===== config.mk =====
export PLATFORM = sky130hd
export DESIGN_NAME = seq_shifter
export DESIGN_NICKNAME = d
export VERILOG_FILES = /design/src/rtl/shifter_pkg.sv /design/src/rtl/shift_stage.sv /design/src/rtl/seq_shifter.sv
export SDC_FILE = /design/constraint.sdc
export NUM_CORES = 1
export LEC_CHECK = 0
export CORE_UTILIZATION = 25
export DETAILED_ROUTE_END_ITERATION = 7
export GPL_ROUTABILITY_DRIVEN = 1
export HOLD_SLACK_MARGIN = 0.12
export SETUP_SLACK_MARGIN = 0.4
export SYNTH_ARGS = -nofsm -noshare
export SYNTH_HDL_FRONTEND = slang
export SYNTH_SLANG_ARGS = --single-unit

===== constraint.sdc =====
create_clock -name clock -period 3.95 [get_ports clock]
set_clock_uncertainty 0.2 [all_clocks]
set_input_delay 0.5925 -clock clock [delete_from_list [all_inputs] [get_ports clock]]
set_output_delay 0.5925 -clock clock [all_outputs]
set_load 0.02 [all_outputs]

===== src/rtl/shifter_pkg.sv =====
// rtl/shifter_pkg.sv - shared mode codes, FSM states and latency helper for seq_shifter
package shifter_pkg;

  localparam logic [1:0] MODE_SLL = 2'b00;
  localparam logic [1:0] MODE_SRL = 2'b01;
  localparam logic [1:0] MODE_SRA = 2'b10;
  localparam logic [1:0] MODE_ROL = 2'b11;

  typedef enum logic [1:0] {
    IDLE  = 2'd0,
    SHIFT = 2'd1,
    DONE  = 2'd2
  } state_t;

  function automatic int ncyc(input int shamt_w, input int spc);
    return (shamt_w + spc - 1) / spc;
  endfunction

endpackage


===== src/rtl/shift_stage.sv =====
// rtl/shift_stage.sv - one fixed-distance shift stage covering SLL/SRL/SRA/ROL
module shift_stage
  import shifter_pkg::*;
#(
  parameter int WIDTH = 32,
  parameter int DIST  = 1
) (
  input  logic [WIDTH-1:0] in,
  input  logic             en,
  input  logic [1:0]       mode,
  input  logic             sign,
  output logic [WIDTH-1:0] out
);

  logic [WIDTH-1:0] shifted;

  always_comb begin
    shifted = in;
    case (mode)
      MODE_SLL: shifted = in << DIST;
      MODE_SRL: shifted = in >> DIST;
      MODE_SRA: shifted = {{DIST{sign}}, in[WIDTH-1:DIST]};
      MODE_ROL: shifted = {in[WIDTH-1-DIST:0], in[WIDTH-1:WIDTH-DIST]};
      default:  shifted = in;
    endcase
  end

  assign out = en ? shifted : in;

endmodule


===== src/rtl/seq_shifter.sv =====
// rtl/seq_shifter.sv - multi-cycle barrel shifter, SPC binary stages per clock, MSB stage first
module seq_shifter
  import shifter_pkg::*;
#(
  parameter int WIDTH   = 32,
  parameter int SHAMT_W = $clog2(WIDTH),
  parameter int SPC     = 1
) (
  input  logic               clock,
  input  logic               reset_n,
  input  logic               in_valid,
  output logic               in_ready,
  input  logic [WIDTH-1:0]   in_data,
  input  logic [SHAMT_W-1:0] in_shamt,
  input  logic [1:0]         in_mode,
  output logic               out_valid,
  input  logic               out_ready,
  output logic [WIDTH-1:0]   out_data,
  output logic               busy
);

  localparam logic [SHAMT_W-1:0] K_INIT = SHAMT_W'(SHAMT_W - 1);
  localparam logic [SHAMT_W-1:0] K_STEP = SHAMT_W'(SPC);

  state_t             state;
  logic [WIDTH-1:0]   data_r;
  logic [SHAMT_W-1:0] shamt_r;
  logic [1:0]         mode_r;
  logic               sign_r;
  logic [SHAMT_W-1:0] k;
  logic [WIDTH-1:0]   shift_result;

  // Slot s applies stage k-s; slots past stage 0 pass their input through.
  for (genvar s = 0; s < SPC; s++) begin : g_slot
    logic [WIDTH-1:0]   slot_in;
    logic [WIDTH-1:0]   slot_out;
    logic [WIDTH-1:0]   st_out [SHAMT_W];
    logic [SHAMT_W-1:0] idx;

    if (s == 0) begin : g_first
      assign slot_in = data_r;
    end else begin : g_next
      assign slot_in = g_slot[s-1].slot_out;
    end

    for (genvar j = 0; j < SHAMT_W; j++) begin : g_stage
      shift_stage #(
        .WIDTH (WIDTH),
        .DIST  (1 << j)
      ) u_stage (
        .in   (slot_in),
        .en   (shamt_r[j]),
        .mode (mode_r),
        .sign (sign_r),
        .out  (st_out[j])
      );
    end

    assign idx = k - SHAMT_W'(s);

    always_comb begin
      slot_out = slot_in;
      if (k >= SHAMT_W'(s)) slot_out = st_out[idx];
    end
  end

  assign shift_result = g_slot[SPC-1].slot_out;

  always_ff @(posedge clock or negedge reset_n) begin
    if (!reset_n) begin
      state     <= IDLE;
      data_r    <= '0;
      shamt_r   <= '0;
      mode_r    <= MODE_SLL;
      sign_r    <= 1'b0;
      k         <= '0;
      out_data  <= '0;
      out_valid <= 1'b0;
      busy      <= 1'b0;
      in_ready  <= 1'b1;
    end else begin
      case (state)
        IDLE: begin
          if (in_valid) begin
            data_r   <= in_data;
            shamt_r  <= in_shamt;
            mode_r   <= in_mode;
            sign_r   <= in_data[WIDTH-1];
            k        <= K_INIT;
            state    <= SHIFT;
            in_ready <= 1'b0;
            busy     <= 1'b1;
          end
        end
        SHIFT: begin
          data_r <= shift_result;
          if (k < K_STEP) begin
            out_data  <= shift_result;
            out_valid <= 1'b1;
            state     <= DONE;
          end else begin
            k <= k - K_STEP;
          end
        end
        DONE: begin
          if (out_ready) begin
            out_valid <= 1'b0;
            busy      <= 1'b0;
            in_ready  <= 1'b1;
            state     <= IDLE;
          end
        end
        default: state <= IDLE;
      endcase
    end
  end

endmodule


==> impl_metrics.ini <==
[pwr]
p_leak_uw = 0.003100
vdd_drop_max_v = 0.0003221
total_power_uw = 8880
power_density_mw_per_mm2 = 1055

[sta]
finalMaxSlewViolations = 0
maxSlewHeadroom_pct = 28.43
hold_violations = 0
tightestPinTransition_ns = 1.071
rsz0062_at_grt = no
fin_crit_sh_pct = 76.29
setup_viol = 0
period_minus_slack_ns = 3.013
max_freq_ghz = 0.3318
setup-tns-final_ns = 0

[yosys]
synth.cell_area_mm2 = 0.007114
synth_seq_cells = 82
yosys.area.top_type = dfrtp_1
ys.flop_type = dfrtp_1
ys_warn_count = 0
synth_area_per_cell_um2 = 6.968
synth_area_leaders = dfrtp_1, o21ai_0, a31oi_1
synth_commonest_cells = o21ai_0, nand2_1, a31oi_1
synth_cells = 1021
seq_area_frac_synth_pct = 28.86
yosysUniqueCellTypes = 64
synth.top_cell.area_share_pct = 28.49
synthMostInstantiatedCell = o21ai_0
syn_nets = 1065
async_flop_share_pct = 100.0
synth_edf_count = 0

[clocking]
cts_tree = done
clk_path_buf_depth = 2
htree_levels = 3
clk_latency_ns = 0.36
clk_pin_slew_worst_paths_ns = 0.07
cts-root-buf = clkbuf_16
postCtsSetupBuffers = 0
cts-buffers-inserted = 9
cts_sinks = 82

[detailed_routing]
first_pass_iters = 7
routed_wl_mm = 31.35
vias = 8421
wl_per_cell_um = 22.35
drc_errors = 0
final_antenna_net_count = 0
via_per_inst = 6.002
first_iter_violations = 1362

[layout]
final_util_pct = 30.22
nFillCells = 3038
antenna_cells = 0
fin_nets = 1064
drive_above_1_share_pct = 7.317
syn_to_final_growth_pct = 18.34

[worst_setup_path]
critPathSlowestCell = nor2b_1
critPathKind = flip-flop to flip-flop
worst_ep_required_time_ns = 4.03
critPathMaxFanout = 21
critical_path_buf_inv_count = 1
crit_family = simple AND/OR/NAND/NOR gates
startpoint_type = flip-flop
path_cells = buf_4 -> nor2b_1 -> a21o_1 -> a21oi_1 -> or3_1 -> a31oi_1
cpPeakStageDelay_ns = 0.76
cp-end-kind = flip-flop
arrival_ns = 3.10

[job]
maxCapViolCount = 0

[global_route]
gr-max-usage-layer = met2
grtUsageMet2_pct = 31.82
grt_max_degree = 56
track_usage_pct = 21.60
grt_use_met1_pct = 29.00
grt.overflow.total = 0
use_met3_pct = 5.922
antenna_found_initial = 0
grt_pass1_vias = 7925
grt_pass1_wl_mm = 47.64

[hold_path]
hold_path.class = flip-flop to flip-flop

[placement]
hpwl_mm = 21.70
gp_congestion = 0.9840
io_buffers = 77

[floorplanning]
start_util_pct = 25.54
die_h_um = 170.7
io_pins = 78
die-area_mm2 = 0.02914
core_mm2 = 0.02786
row_count = 61
die_w_um = 170.7

[run_status]
outcome = finished, final reports clean
cells in the final DEF, fill, tap and decap left out, types with 3 or more instances in the layout:
cell type / count
buf_4: 36
a31oi_1: 94
a311oi_1: 19
nor2b_1: 15
and3_1: 5
nand2_1: 138
clkbuf_16: 9
a21oi_1: 69
o31ai_1: 10
nor2_2: 3
o21ai_0: 161
o22ai_1: 13
a22oi_1: 15
nand3_1: 29
o22a_1: 8
o211ai_1: 11
a21o_1: 6
mux2i_1: 6
nand2b_1: 9
o221ai_1: 9
inv_1: 17
or3_1: 15
o21ai_1: 13
mux2_2: 10
nor3_1: 23
o41ai_1: 3
nor2_1: 60
o2111ai_1: 3
o21a_1: 5
dfrtp_1: 81
and2_1: 4
clkdlybuf4s50_1: 76
a211oi_1: 5
per-stage QoR:
stage	instance area, µm²	cells	worst slack, ns	hold slack [ns]
4_1_cts	8419	1403	1.047	0.2893
5_1_grt	8419	1403	0.8377	0.3127
6_report	8419	1403	0.9365	0.2808
2_1_floorplan	7114	1021	1.870	0.09691
3_5_place_dp	8089	1386	0.9706	0.2742
3_3_place_gp	8089	1386	1.018	0.2653
power breakdown:
part	leakage [µW]	switching (µW)	total, µW	internal, µW
Combinational	0.00192	3710	5700	1980
Clock	0.000156	371	941	569
Sequential	0.00102	1020	2240	1220
flip-flops by register name, indices dropped and copies added (netlist names):
signal / cells
k: 5
busy: 1
shamt_r: 5
state: 2
sign_r: 1
out_valid: 1
out_data: 32
in_ready: 1
data_r: 32
mode_r: 2
worst paths after layout:
kind | cells after the start | start | slack [ns] | endpoint
max | 6 | mode_r[1] | 0.94 | data_r[19]
max in group asynchronous | 3 | reset_n | 2.18 | data_r[16]
max reg2reg | 6 | mode_r[1] | 0.94 | data_r[19]
min | 2 | out_data[10] | 0.28 | out_data[10]
min reg2reg | 2 | out_data[10] | 0.28 | out_data[10]
min in group asynchronous | 2 | reset_n | 0.60 | out_data[1]
final cells by class:
type | count | area (µm²) | area share [%]
Multi-Input combinational cell | 796 | 4464 | 53.02
Sequential cell | 82 | 2053 | 24.39
Tap cell | 378 | 473.0 | 5.617
Clock buffer | 11 | 242.7 | 2.883
Clock inverter | 5 | 77.57 | 0.9214
Timing Repair Buffer | 113 | 1041 | 12.36
Inverter | 18 | 67.56 | 0.8025
worst register-to-register path, stage by stage (launching register included):
cell and delay, ns:
dfrtp_1 0.59, buf_4 0.33, nor2b_1 0.77, a21o_1 0.42, a21oi_1 0.08, or3_1 0.38, a31oi_1 0.17
metal layers:
layer | up-vias | wire [µm]
li1 | 3775 | -
met1 | 3908 | 12890
met2 | 616 | 13420
met3 | 122 | 3630
met4 | 0 | 1413
met5 | - | 0
timing repair:
item                                   4_1_cts  5_1_grt
hold buffers                                 1        0
resized for setup                            0        0
endpoints found under the hold margin       41        0
kinds of logic after synthesis:
family          synth area share, %
compound gates                39.48
fa+ha+maj                    0.1758
simple gates                  20.01
flops                         28.86
xor+xnor                     0.3518
mux                           2.427
buf+inv                       8.688
Note: power is estimated with default switching activity, not from simulation.
